`src/rtl/mod_barrett_precompute_32b_pkg.sv`:
```
// rtl/mod_barrett_precompute_32b_pkg.sv - shared widths and FSM encodings for the Barrett precompute block
package mod_barrett_precompute_32b_pkg;

  // Modulus width, width of K (0..DW), width of U (2*DW)
  localparam int DW = 32;
  localparam int KW = 6;
  localparam int UW = 64;

  // Dividend/quotient width (2^(2K) needs bit 64) and division bit counter width
  localparam int XW = UW + 1;
  localparam int CW = 7;

  // Index of the first (most significant) dividend bit processed by the divider
  localparam logic [CW-1:0] DIV_FIRST_BIT = CW'(UW);

  typedef enum logic [1:0] {
    ST_IDLE = 2'd0,
    ST_NORM = 2'd1,
    ST_DIV  = 2'd2,
    ST_DONE = 2'd3
  } state_t;

endpackage

```
`src/rtl/mod_barrett_precompute_32b_if.sv`:
```
// rtl/mod_barrett_precompute_32b_if.sv - control and result bundle between requester and precompute block
interface mod_barrett_precompute_32b_if;
  import mod_barrett_precompute_32b_pkg::*;

  logic          iEn;
  logic          iClr;
  logic          iStart;
  logic [DW-1:0] iMod;
  logic          oBusy;
  logic          oDone;
  logic          oErr;
  logic [KW-1:0] oK;
  logic [UW-1:0] oU;

  // Requester side: drives the modulus and controls, consumes K/U
  modport master (
    output iEn, iClr, iStart, iMod,
    input  oBusy, oDone, oErr, oK, oU
  );

  // Precompute block side
  modport slave (
    input  iEn, iClr, iStart, iMod,
    output oBusy, oDone, oErr, oK, oU
  );

endinterface

```
`src/rtl/mod_barrett_precompute_32b_lod.sv`:
```
// rtl/mod_barrett_precompute_32b_lod.sv - combinational leading-one detector for a 32-bit word
module leading_one_detector_32b (
  input  logic [31:0] iVec,
  output logic [4:0]  oIdx,
  output logic        oValid
);

  // Scan upward so the highest set bit is the last one to win
  always_comb begin
    oIdx   = 5'd0;
    oValid = |iVec;
    for (int i = 0; i < 32; i++) begin
      if (iVec[i]) oIdx = 5'(i);
    end
  end

endmodule

```
`src/rtl/mod_barrett_precompute_32b.sv`:
```
// rtl/mod_barrett_precompute_32b.sv - bit-serial computation of Barrett operands K and U from modulus q
module mod_barrett_precompute_32b
  import mod_barrett_precompute_32b_pkg::*;
(
  input logic                          iClk,
  input logic                          iRst,
  mod_barrett_precompute_32b_if.slave  bus
);

  logic          clr;
  state_t        state, state_nx;
  logic          do_accept, do_norm, do_step, do_finish;

  logic [DW-1:0] q_reg;
  logic [KW-1:0] k_reg;
  logic          err_reg;
  logic [XW-1:0] div_reg;
  logic [XW-1:0] quo_reg;
  logic [DW:0]   rem_reg;
  logic [CW-1:0] cnt_reg;

  logic          busy_q, done_q, err_q;
  logic [KW-1:0] k_q;
  logic [UW-1:0] u_q;

  logic [4:0]    msb_idx;
  logic          msb_valid;
  logic [KW-1:0] k_nx;
  logic [XW-1:0] dividend_nx;
  logic [DW+1:0] rem_sh;
  logic [DW+1:0] q_ext;
  logic          rem_ge;
  logic [DW:0]   rem_nx;

  assign clr = iRst | bus.iClr;

  leading_one_detector_32b u_lod (
    .iVec   (q_reg),
    .oIdx   (msb_idx),
    .oValid (msb_valid)
  );

  // Normalisation: K = bit length of q, dividend = 2^(2K)
  assign k_nx        = KW'(msb_idx) + KW'(1);
  assign dividend_nx = XW'(1) << {k_nx, 1'b0};

  // One restoring step: bring down the next dividend bit, subtract q when it fits
  assign rem_sh = {1'b0, rem_reg, div_reg[cnt_reg]};
  assign q_ext  = {2'b00, q_reg};
  assign rem_ge = (rem_sh >= q_ext);
  assign rem_nx = rem_ge ? (DW+1)'(rem_sh - q_ext) : rem_sh[DW:0];

  // State register
  always_ff @(posedge iClk) begin
    if (clr) state <= ST_IDLE;
    else     state <= state_nx;
  end

  // Next-state logic; nothing advances while iEn is low
  always_comb begin
    state_nx = state;
    if (bus.iEn) begin
      case (state)
        ST_IDLE: if (bus.iStart) state_nx = ST_NORM;
        ST_NORM: state_nx = msb_valid ? ST_DIV : ST_DONE;
        ST_DIV:  if (cnt_reg == '0) state_nx = ST_DONE;
        ST_DONE: state_nx = ST_IDLE;
        default: state_nx = ST_IDLE;
      endcase
    end
  end

  // Datapath strobes decoded from the current state
  always_comb begin
    do_accept = bus.iEn && (state == ST_IDLE) && bus.iStart;
    do_norm   = bus.iEn && (state == ST_NORM);
    do_step   = bus.iEn && (state == ST_DIV);
    do_finish = bus.iEn && (state == ST_DONE);
  end

  // Division datapath and result registers; results only change on finish
  always_ff @(posedge iClk) begin
    if (clr) begin
      q_reg   <= '0;
      k_reg   <= '0;
      err_reg <= 1'b0;
      div_reg <= '0;
      quo_reg <= '0;
      rem_reg <= '0;
      cnt_reg <= '0;
      busy_q  <= 1'b0;
      done_q  <= 1'b0;
      err_q   <= 1'b0;
      k_q     <= '0;
      u_q     <= '0;
    end else begin
      if (bus.iEn) done_q <= do_finish;
      if (do_accept) begin
        q_reg  <= bus.iMod;
        busy_q <= 1'b1;
      end
      if (do_norm) begin
        rem_reg <= '0;
        quo_reg <= '0;
        cnt_reg <= DIV_FIRST_BIT;
        if (msb_valid) begin
          k_reg   <= k_nx;
          err_reg <= 1'b0;
          div_reg <= dividend_nx;
        end else begin
          k_reg   <= '0;
          err_reg <= 1'b1;
          div_reg <= '0;
        end
      end
      if (do_step) begin
        rem_reg <= rem_nx;
        quo_reg <= {quo_reg[UW-1:0], rem_ge};
        cnt_reg <= cnt_reg - CW'(1);
      end
      if (do_finish) begin
        assert (quo_reg[UW] == 1'b0);
        busy_q <= 1'b0;
        err_q  <= err_reg;
        k_q    <= k_reg;
        u_q    <= err_reg ? '0 : quo_reg[UW-1:0];
      end
    end
  end

  assign bus.oBusy = busy_q;
  assign bus.oDone = done_q;
  assign bus.oErr  = err_q;
  assign bus.oK    = k_q;
  assign bus.oU    = u_q;

endmodule

```
`src/flat_wrapper.sv`:
```
// flat-port wrapper written by rule: the top's interface ports become plain ports
module mod_barrett_precompute_32b_flat import mod_barrett_precompute_32b_pkg::*;
  (iClk, iRst, bus_iEn, bus_iClr, bus_iStart, bus_iMod, bus_oBusy, bus_oDone, bus_oErr, bus_oK, bus_oU);
  mod_barrett_precompute_32b_if bus_i ();
  input logic iClk;
  input logic iRst;
  input wire logic [$bits(bus_i.iEn)-1:0] bus_iEn;
  input wire logic [$bits(bus_i.iClr)-1:0] bus_iClr;
  input wire logic [$bits(bus_i.iStart)-1:0] bus_iStart;
  input wire logic [$bits(bus_i.iMod)-1:0] bus_iMod;
  output wire logic [$bits(bus_i.oBusy)-1:0] bus_oBusy;
  output wire logic [$bits(bus_i.oDone)-1:0] bus_oDone;
  output wire logic [$bits(bus_i.oErr)-1:0] bus_oErr;
  output wire logic [$bits(bus_i.oK)-1:0] bus_oK;
  output wire logic [$bits(bus_i.oU)-1:0] bus_oU;
  assign bus_i.iEn = bus_iEn;
  assign bus_i.iClr = bus_iClr;
  assign bus_i.iStart = bus_iStart;
  assign bus_i.iMod = bus_iMod;
  assign bus_oBusy = bus_i.oBusy;
  assign bus_oDone = bus_i.oDone;
  assign bus_oErr = bus_i.oErr;
  assign bus_oK = bus_i.oK;
  assign bus_oU = bus_i.oU;
  mod_barrett_precompute_32b u_core (.iClk(iClk), .iRst(iRst), .bus(bus_i));
endmodule
```
`config.mk`:
```
export PLATFORM = sky130hd
export DESIGN_NAME = mod_barrett_precompute_32b_flat
export DESIGN_NICKNAME = d
export VERILOG_FILES = /design/src/rtl/mod_barrett_precompute_32b_pkg.sv /design/src/rtl/mod_barrett_precompute_32b_if.sv /design/src/rtl/mod_barrett_precompute_32b_lod.sv /design/src/rtl/mod_barrett_precompute_32b.sv /design/src/flat_wrapper.sv
export SDC_FILE = /design/constraint.sdc
export NUM_CORES = 1
export LEC_CHECK = 0
export CAP_MARGIN = 5
export CORE_MARGIN = 10
export CORE_UTILIZATION = 30
export CTS_BUF_LIST = sky130_fd_sc_hd__clkbuf_16
export DETAILED_ROUTE_END_ITERATION = 7
export PLACE_DENSITY = 0.5
export RECOVER_POWER = 100
export SYNTH_ARGS = -nofsm -noshare
export SYNTH_HDL_FRONTEND = slang
export SYNTH_SLANG_ARGS = --single-unit
```
`constraint.sdc`:
```
create_clock -name iClk -period 11.5 [get_ports iClk]
set_input_delay 2.3 -clock iClk [delete_from_list [all_inputs] [get_ports iClk]]
set_output_delay 2.3 -clock iClk [all_outputs]
set_load 0.1 [all_outputs]
```
# After elaboration in Yosys (flattened, before gate mapping)
# Index checks and enable logic that the tools add are counted.
# totals
elab_cells	84
ff_bits	283
# op_classes
mux	48
n_bitwise	1
shift	1
n_reduce_logical	11
n_lt_le_gt_ge	2
n_eq_ne	5
addsub	3
# op_table
cell	n
$mux W64	3
$mux W5	30
$mux W33	3
$mux W65	1
$shl A1 B7 Y65 const A	1
$ge A34 B32 Y1	1
$sub A33 B32 Y33	1
$reduce_or A32 Y1	1
$mux W7	2
$lt A7 B8 Y1 const B	1
$pmux W2 S4	1
$bmux W1 S7	1
$logic_not A7 Y1	1
$sub A7 B1 Y7 const B	1
$add A5 B1 Y6 const B	1
$mux W6	1
$logic_and A1 B1 Y1	5
$eq A2 B2 Y1 const B	2
$mux W1	4
$mux W2	2
$reduce_and A3 Y1	1
$eq A2 B1 Y1 const B	1
$logic_not A2 Y1	1
$ne A2 B1 Y1 const B	1
4 further kinds	4

# Depth between registers and ports, before layout
# Gate-level depths: netlist (run 1).
# logic_depth
depth_word	34
depth_mapped	16

# Hierarchy
# A second synthesis (run 1) with hierarchy kept.
# hier_totals
hier_cells	1470
hier_area_um2	11911.4
# by_module_without_submodules
mod	cells_each	area_per_inst_um2	seq_area_each_um2	n_inst
mod_barrett_precompute_32b	1408	11544.8	5024.8	1
leading_one_detector_32b	62	366.6	0.0	1

# Least setup slack after synthesis (run 1)
# OpenSTA, ideal clock, no wires.
# synth_timing
kind	register to register
start	reg u_core.cnt_reg[1]
end	reg u_core.rem_reg[14]
path_stages_with_launch	16
t_arrival_ns	4.274
setup_slack_ns	7.109
setup_time_ns	0.117
period_less_slack_ns	4.391
path_cell_list	dfxtp_1 > buf_1 > mux4_2 > mux4_2 > mux2_2 > o21ai_0 > ha_1 > fa_1 > nor2b_1 > o31a_1 > o211ai_1 > a2111oi_4 > nor2_4 > clkbuf_1 > o21ai_0 > a22o_1
# synth_via
elab_chain_len	5
word_cells_on_any_way	6
classes_between	1 x add/sub; 1 x order compare; 4 x mux
# synth_lines
element	line	text
start, declared	mod_barrett_precompute_32b.sv:20	logic [CW-1:0] cnt_reg;
start signal, assigned	mod_barrett_precompute_32b.sv:119	cnt_reg <= cnt_reg - CW'(1);
$bmux W1 S7 (*)	mod_barrett_precompute_32b.sv:48	assign rem_sh = {1'b0, rem_reg, div_reg[cnt_reg]};
$mux W1 (not written as such) (*)	mod_barrett_precompute_32b.sv:48	
$sub A33 B32 Y33 or $ge A34 B32 Y1 (tied branches)	mod_barrett_precompute_32b.sv:51, mod_barrett_precompute_32b.sv:50	
$mux W33 (*)	mod_barrett_precompute_32b.sv:51	assign rem_nx = rem_ge ? (DW+1)'(rem_sh - q_ext) : rem_sh[DW:0];
$mux W33 (*)	mod_barrett_precompute_32b.sv:116	if (do_step) begin
end signal, assigned	mod_barrett_precompute_32b.sv:117	rem_reg <= rem_nx;
end, declared	mod_barrett_precompute_32b.sv:19	logic [DW:0] rem_reg;
# Every way passes the cells marked *; elsewhere a longest branch is shown, timed or not. The select of a mux whose other input is x is not followed.
# A chain may end at the register's enable or synchronous reset.

# Worst setup path after layout (run 1)
# layout_timing
start	in iRst
end	reg u_core.rem_reg[18]
# layout_via
elab_chain_len	1
# layout_lines
element	line	text
start, declared	flat_wrapper.sv:6	input logic iRst;
$or A1 B1 Y1	mod_barrett_precompute_32b.sv:35	assign clr = iRst | bus.iClr;
# Every way passes these cells.

==> impl_metrics.ini, run 1 <==
[clock_network]
hold_buffers = 0
clkTransAtPathRegs_ps = 60
clk_path_buf_depth = 3
cts_made_buffers = 29
clockRootBuffer = clkbuf_16
cts_tree = yes
cts_resized = 0
cts_setup_buffers = 0
clk_latency_ps = 580
htree_levels = 1
clock-sinks = 251

[synthesis]
synthXorXnorAreaFrac = 0.0186
syn_avg_cell_area_um2 = 8.54
synth.distinct_cells = 69
ys.flop_type = dfxtp_1
synth_edf_count = 0
synth_compound_area_frac = 0.233
synthArstFlopShare = 0
seq_area_frac_synth = 0.429
synthCells = 1371
synth_top_family_by_area = compound AO/OA/AOI/OAI gates
ys_seq_elements = 251
synth-simple-area-share = 0.202
synth.area.mux_share = 0.0229
yosys_warnings = 0
synth-adder-area-share = 0.0488
synth_area_mm2 = 0.0117
synth_fp_nets = 1453

[sta]
period_share = 0.671
final_hold_viol_count = 0
fmax_mhz = 130
tightest_slew_ps = 3740
layout_setup_ws_ps = 3790
tns_ps = 0
rsz0062_at_grt = false
slew_violations = 215
clock_skew_ps = 17.2
layout_min_cycle_time_ps = 7710
hold_ws_ps = 447
finalSetupViolCount = 0
slew_headroom = -1.50

[final_layout]
layout-drive-gt1-share = 0.0597
layout_commonest_cell = dfxtp_1
fillers = 3963
n_antenna_cell = 0
final_cell_mix = dfxtp_1 (251), nand2_1 (194), a21oi_1 (158)
final_cell_area_mm2 = 0.0141
finish.utilization = 0.366
fin_cells = 1976
nets = 1517
synthToLayoutAreaGrowth_pct = 20.8

[detailed_routing]
vias = 10200
ant_nets = 0
drt_wl_total_um = 34000
drcViolationCount = 0
avgRoutedWirePerCell_um = 17.2
drt_iter0_drc = 664
drt-pass1-iter-count = 5
drt-vias-per-instance = 5.16

[placement]
globalplace.congestion = 0.876
placedCellCount = 1922
placed_area_mm2 = 0.0132
post-dp-hpwl_um = 22600
place_ws_ps = 6180
numPortBuffers = 109

[floorplan]
top_level_ports = 110
chipWidth_um = 218
initial_core_util = 0.303
core_mm2 = 0.0386
die_y_um = 218
row_count = 72
fp.dieArea_mm2 = 0.0473

[global_routing]
grt_start_max_net_pins = 88
grt-ovfl-total = 0
grt_pass1_wl_um = 54800
grt_pass1_vias = 9920
antenna_found_initial = 0
grt_usage = 0.139
top_usage_layer = met2
use_met2 = 0.213
use_met1 = 0.190
use_met3 = 0.0368

[power_and_ir_drop]
power_mw = 2.02
power_leakage_nw = 5.03
p_per_area_mw_per_mm2 = 143
irDropWorstVdd_mv = 0.124

[outcome]
outcome = complete, but fails checks
violations = max-capacitance violations, max-slew violations

[worst_setup_path]
cp_data_arrival_time_ps = 8060
cp_cell_sequence = dlygate4sd3_1 -> or2_0 -> clkbuf_1 -> nor3_1 -> clkbuf_1 -> a32oi_1 -> o31ai_1
crit_path_start = iRst
path_class = in2reg
rr_startpoint = u_core.cnt_reg[1]$_SDFFE_PP0P_
crit_path_max_fanout = 84
slowest_stage = clkbuf_1
cp-end-kind = flip-flop
slowest_delay_ps = 2700
startpoint_type = primary input
crit_top_cell = clkbuf_1
cp.required_ps = 11850

[worst_hold_path]
hp-start = u_core.bus.oU[60]$_SDFFE_PP0P_
worstHoldPathType = reg2reg

[job]
maxCapViolCount = 5
==> logic make-up after synthesis <==
family                   count (synthesis)
XOR/XNOR                                24
flip-flops                             251
buffers and inverters                  136
AND/OR/NAND/NOR                        487
multiplexers                            14
adder cells (fa/ha/maj)                 45
AO/OA/AOI/OAI                          414
==> power by group <==
group	internal [mW]	switching, mW	total, mW	leakage (nW)
registers	0.873	0.00434	0.877	2.02
clock network	0.551	0.389	0.940	0.481
logic	0.0685	0.132	0.201	2.53
total	1.49	0.526	2.02	5.03
==> final timing paths <==
check,end,slack [ps],cells after the start
hold / removal,u_core.bus.oU[60]$_SDFFE_PP0P_,450,2
hold reg to reg,u_core.bus.oU[60]$_SDFFE_PP0P_,450,2
setup / recovery,u_core.rem_reg[18]$_SDFFE_PP0P_,3790,7
setup reg to reg,u_core.rem_reg[7]$_SDFFE_PP0P_,4520,13
==> cells in the mapped netlist, types with 11 or more instances <==
cell        n  share of area
dfxtp_1   251           0.43
nand2_1   195          0.063
a21oi_1   158          0.068
nor2_1    117          0.038
clkbuf_1   78          0.025
nand3b_1   70          0.045
a22oi_1    67          0.043
o21ai_0    56          0.024
inv_1      45          0.014
ha_1       44          0.047
a32o_1     33          0.028
nand3_1    18         0.0077
nor3_1     17         0.0073
xor2_1     12         0.0090
xnor2_1    11         0.0082
==> metal layers <==
| layer | up-vias | routed length, um | share of wire |
|---|---|---|---|
| li1 | 5083 | - | - |
| met3 | 39 | 2180 | 0.064 |
| met2 | 204 | 14800 | 0.44 |
| met5 | - | 0 | 0 |
| met1 | 4879 | 16400 | 0.48 |
| met4 | 0 | 612 | 0.018 |
==> area by class of cell <==
| class | count | area, um^2 | share of cell area |
|---|---|---|---|
| clock buffer | 29 | 726 | 0.0513 |
| clock inverter | 25 | 244 | 0.0173 |
| inverter | 46 | 173 | 0.0122 |
| multi-input combinational | 984 | 6150 | 0.435 |
| sequential | 251 | 5020 | 0.355 |
| tap | 518 | 648 | 0.0458 |
| timing repair buffer | 123 | 1180 | 0.0835 |
==> critical path, delay by kind of cell <==
family                 cells  cell delay, ps
and+or+nand+nor            2            1230
AOI/OAI and AO/OA          2             510
buffers and inverters      3            3980
(Power assumes the default switching activity.)
==> inputs of run 2 (changes only) <==
--- a/config.mk
+++ b/config.mk
@@ -10,7 +10,7 @@
 export CORE_UTILIZATION = 30
 export CTS_BUF_LIST = sky130_fd_sc_hd__clkbuf_16
 export DETAILED_ROUTE_END_ITERATION = 7
-export PLACE_DENSITY = 0.5
+export PLACE_DENSITY = 0.52
 export RECOVER_POWER = 100
 export SYNTH_ARGS = -nofsm -noshare
 export SYNTH_HDL_FRONTEND = slang
==> constraint.sdc (replaced) <==
create_clock -name iClk -period 6.5 [get_ports iClk]
set_input_delay 1.3 -clock iClk [delete_from_list [all_inputs] [get_ports iClk]]
set_output_delay 1.3 -clock iClk [all_outputs]
set_load 0.1 [all_outputs]
==> impl_metrics.ini, run 2 (same netlist as run 1, synthesis figures left out) <==
[clock_network]
cts_tree = yes
cts_resized = 0
clockRootBuffer = clkbuf_16
cts_setup_buffers = 0
cts_made_buffers = 29
clock-sinks = 251
clk_latency_ps = 570
clkTransAtPathRegs_ps = 60
clk_path_buf_depth = 3
hold_buffers = 0
htree_levels = 1

[power_and_ir_drop]
irDropWorstVdd_mv = 0.208
p_per_area_mw_per_mm2 = 254
power_leakage_nw = 5.06

[placement]
placed_area_mm2 = 0.0132
post-dp-hpwl_um = 22500
numPortBuffers = 109
placedCellCount = 1923
globalplace.congestion = 0.854

[worst_setup_path]
r2r_setup_slack_ps = 810
reg2reg_to = u_core.rem_reg[31]$_SDFFE_PP0P_
slowest_delay_ps = 700
cp_data_arrival_time_ps = 6100
startpoint_type = flip-flop
reg2reg_depth = 14
cp.required_ps = 6910
slowest_stage = dfxtp_1
crit_path_max_fanout = 29
crit_family = compound AO/OA/AOI/OAI gates
cp_cell_sequence = mux4_2 -> mux4_2 -> mux2_2 -> o21ai_0 -> ha_1 -> fa_1 -> nor2b_1 -> o31a_1 -> o211ai_1 -> a2111oi_4 -> nor2_2 -> buf_4 -> a21oi_1 -> a2111oi_0
critPathBufInv = 1
path_class = reg2reg
crit_top_cell = mux4_2
cp-end-kind = flip-flop
rr_startpoint = u_core.cnt_reg[1]$_SDFFE_PP0P_

[floorplan]
fp.dieArea_mm2 = 0.0473
die_y_um = 218
core_mm2 = 0.0386
chipWidth_um = 218
top_level_ports = 110
initial_core_util = 0.303
row_count = 72

[detailed_routing]
ant_nets = 0
avgRoutedWirePerCell_um = 17.1
drt_wl_total_um = 33900
drcViolationCount = 0
drt-pass1-iter-count = 5
drt-vias-per-instance = 5.14
drt_iter0_drc = 578
vias = 10200

[final_layout]
layout_commonest_cell = dfxtp_1
finish.utilization = 0.367
fin_cells = 1977
synthToLayoutAreaGrowth_pct = 21.0
fillers = 3968
multiInputGateArea_mm2 = 0.00615
seqCellArea_mm2 = 0.00502
final_cell_mix = dfxtp_1 (251), nand2_1 (194), a21oi_1 (158)
n_antenna_cell = 0
layout-drive-gt1-share = 0.0596
nets = 1518
final_cell_area_mm2 = 0.0142

[sta]
fmax_mhz = 176
period_share = 0.875
layout_min_cycle_time_ps = 5690
rsz0062_at_grt = false
tightest_slew_ps = 4310
final_hold_viol_count = 0
clock_skew_ps = 9.10
finalSetupViolCount = 0
tns_ps = 0
slew_headroom = -1.87
slew_violations = 194

[global_routing]
use_met1 = 0.192
use_met2 = 0.211
top_usage_layer = met2
grt-ovfl-total = 0
use_met3 = 0.0354
grt_pass1_wl_um = 55100
grt_pass1_vias = 9914
antenna_found_initial = 0
grt_start_max_net_pins = 73
grt_usage = 0.140

[job]
maxCapViolCount = 4

[worst_hold_path]
hold_depth = 2
hp-start = u_core.bus.oU[28]$_SDFFE_PP0P_
holdPathEnd = u_core.bus.oU[28]$_SDFFE_PP0P_
worstHoldPathType = reg2reg

[outcome]
outcome = complete, but fails checks
violations = max-capacitance violations, max-slew violations
## run 2: final cells by class
class	instances	area share
Multi-Input combinational cell	984	0.434
Timing Repair Buffer	124	0.0841
Clock buffer	29	0.0512
Inverter	46	0.0122
Sequential cell	251	0.355
Clock inverter	25	0.0180
Tap cell	518	0.0458
## run 2: metrics by stage
stage                     total power [mW]  hold slack, ps  worst slack [ps]
final                                 3.60             450               810
after global routing                  3.75             465               380
after CTS                             3.65             454              1020
after detailed placement              1.95             446              1060
after global placement                1.95             439              1270
after floorplan                       1.84             429              2110
## run 2: layer usage
layer / up-vias / routed length [um]
met5: - / 0
met4: 0 / 750
met3: 48 / 2140
met2: 208 / 14800
met1: 4832 / 16200
li1: 5077 / -
## run 2: worst max path at each step
stage,endpoint,start,slack [ps],cells after the start
2_1_floorplan,u_core.rem_reg[14]$_SDFFE_PP0P_,u_core.cnt_reg[1]$_SDFFE_PP0P_,2110,15
3_3_place_gp,u_core.rem_reg[32]$_SDFFE_PP0P_,u_core.cnt_reg[1]$_SDFFE_PP0P_,1270,15
3_5_place_dp,u_core.rem_reg[31]$_SDFFE_PP0P_,u_core.cnt_reg[1]$_SDFFE_PP0P_,1060,14
4_1_cts,u_core.rem_reg[31]$_SDFFE_PP0P_,u_core.cnt_reg[1]$_SDFFE_PP0P_,1020,14
5_1_grt,u_core.rem_reg[22]$_SDFFE_PP0P_,bus_iClr,380,8
6_report,u_core.rem_reg[31]$_SDFFE_PP0P_,u_core.cnt_reg[1]$_SDFFE_PP0P_,810,14
## run 2: power by group
part	total, mW	internal [mW]	leakage [nW]	switching (mW)
registers	1.55	1.54	2.02	0.00740
logic	0.360	0.123	2.54	0.237
clock network	1.69	1.01	0.497	0.680
## run 2: worst reg2reg max path, cell delays in order (launching register included)
cell and delay [ps]:
dfxtp_1 700, mux4_2 580, mux4_2 470, mux2_2 270, o21ai_0 380, ha_1 280
fa_1 210, nor2b_1 70, o31a_1 300, o211ai_1 590, a2111oi_4 220, nor2_2 580
buf_4 460, a21oi_1 70, a2111oi_0 350
==> inputs of run 3 (changes only) <==
--- a/config.mk
+++ b/config.mk
@@ -5,12 +5,13 @@
 export SDC_FILE = /design/constraint.sdc
 export NUM_CORES = 1
 export LEC_CHECK = 0
+export ABC_CLOCK_PERIOD_IN_PS = 6500
 export CAP_MARGIN = 5
 export CORE_MARGIN = 10
 export CORE_UTILIZATION = 30
 export CTS_BUF_LIST = sky130_fd_sc_hd__clkbuf_16
 export DETAILED_ROUTE_END_ITERATION = 7
-export PLACE_DENSITY = 0.52
+export GPL_ROUTABILITY_DRIVEN = 0
 export RECOVER_POWER = 100
 export SYNTH_ARGS = -nofsm -noshare
 export SYNTH_HDL_FRONTEND = slang
==> impl_metrics.ini, run 3 (same netlist as run 1, synthesis figures left out) <==
[outcome]
outcome = complete, but fails checks
violations = max-capacitance violations, max-slew violations

[power_and_ir_drop]
pwr-share-seq = 0.437
power_leakage_nw = 5.01
p_sw_uw = 902
share_comb_of_total_power = 0.099
power_mw = 3.55
swShare = 0.254
clkPwrFrac = 0.464
irDropWorstVdd_mv = 0.203
p_per_area_mw_per_mm2 = 251
p_int_mw = 2.65

[clock_network]
htree_levels = 1
clk_path_buf_depth = 3
cts_resized = 0
cts_tree = yes
cts_setup_buffers = 0
clockRootBuffer = clkbuf_16
cts_made_buffers = 28
clkTransAtPathRegs_ps = 60
clock-sinks = 251
clk_latency_ps = 580
hold_buffers = 0

[sta]
period_share = 0.860
fmax_mhz = 179
slew_violations = 247
clock_skew_ps = 38.0
rsz0062_at_grt = false
hold_ws_ps = 448
tns_ps = 0
final_hold_viol_count = 0
slew_headroom = -1.39
finalSetupViolCount = 0
layout_min_cycle_time_ps = 5590
tightest_slew_ps = 3580

[floorplan]
fp.dieArea_mm2 = 0.0473
initial_core_util = 0.303
chipWidth_um = 218
top_level_ports = 110
row_count = 72
core_mm2 = 0.0386
die_y_um = 218

[detailed_routing]
ant_nets = 0
vias = 10300
drt_wl_total_um = 32900
drcViolationCount = 0
drt-pass1-iter-count = 5
drt_iter0_drc = 729
drt-vias-per-instance = 5.23
avgRoutedWirePerCell_um = 16.6

[placement]
placedCellCount = 1923
post-dp-hpwl_um = 22300
numPortBuffers = 109

[global_routing]
grt_usage = 0.135
grt_pass1_wl_um = 53600
grt_start_max_net_pins = 83
grt-ovfl-total = 0
grt_pass1_vias = 10100
antenna_found_initial = 1

[worst_setup_path]
startpoint_type = flip-flop
slowest_delay_ps = 680
slowest_stage = dfxtp_1
cp-end-kind = flip-flop
cp_data_arrival_time_ps = 6030
path_class = reg2reg
crit_path_max_fanout = 32
cp_cell_sequence = mux4_2 -> mux4_2 -> mux2_2 -> o21ai_0 -> ha_1 -> fa_1 -> nor2b_1 -> o31a_1 -> o211ai_1 -> a2111oi_4 -> nor2_4 -> clkbuf_1 -> o21ai_0 -> a22o_1
cp.required_ps = 6940

[final_layout]
final_cell_mix = dfxtp_1 (251), nand2_1 (194), a21oi_1 (158)
nets = 1517
layout-drive-gt1-share = 0.0535
synthToLayoutAreaGrowth_pct = 20.6
layout_commonest_cell = dfxtp_1
fin_cells = 1976

[worst_hold_path]
worstHoldPathType = reg2reg

[job]
maxCapViolCount = 5
==> run 3: layout make-up <==
type                            count  area, um^2
Tap cell                          518         648
Sequential cell                   251        5020
Timing Repair Buffer              124        1180
Clock buffer                       28         701
Multi-Input combinational cell    984        6120
Fill cell                        3986       24500
Clock inverter                     24         265
Antenna cell                        1        2.50
Inverter                           46         173
==> run 3: metal layers <==
| metal | global-route usage | wire length, um |
|---|---|---|
| met5 | 0 | 0 |
| met2 | 0.207 | 14400 |
| met4 | 0.0461 | 929 |
| met3 | 0.0402 | 2410 |
| met1 | 0.177 | 15100 |
==> run 3: through the flow <==
step / cell area (um^2) / utilization / setup slack (ps)
2_1_floorplan: 11700 / - / 2110
3_3_place_gp: 13200 / 0.342 / 1370
3_5_place_dp: 13200 / 0.342 / 1250
4_1_cts: 14200 / 0.367 / 1200
5_1_grt: 14100 / 0.365 / 368
6_report: 14100 / 0.365 / 907
==> run 3: worst paths after layout <==
check	start	endpoint	slack [ps]	cells after the start
setup reg to reg	u_core.cnt_reg[1]$_SDFFE_PP0P_	u_core.rem_reg[19]$_SDFFE_PP0P_	910	14
hold / removal	u_core.bus.oU[47]$_SDFFE_PP0P_	u_core.bus.oU[47]$_SDFFE_PP0P_	450	2
hold reg to reg	u_core.bus.oU[47]$_SDFFE_PP0P_	u_core.bus.oU[47]$_SDFFE_PP0P_	450	2
setup / recovery	u_core.cnt_reg[1]$_SDFFE_PP0P_	u_core.rem_reg[19]$_SDFFE_PP0P_	910	14
==> run 3: power groups by stage <==
stage / combinational [mW] / clock (mW) / sequential [mW]
finish: 0.352 / 1.65 / 1.55
global route: 0.389 / 1.76 / 1.55
CTS: 0.360 / 1.70 / 1.55
detailed placement: 0.358 / 0 / 1.59
global placement: 0.356 / 0 / 1.59
floorplan: 0.257 / 0 / 1.58
==> run 3: worst max-delay path, delay by kind of cell, from the launching register on <==
kind | cells | cell delay (ps)
AO/OA/AOI/OAI | 6 | 1710
multiplexers | 3 | 1340
AND/OR/NAND/NOR | 2 | 710
flip-flops | 1 | 680
buffers and inverters | 1 | 520
adder cells (fa/ha/maj) | 2 | 470
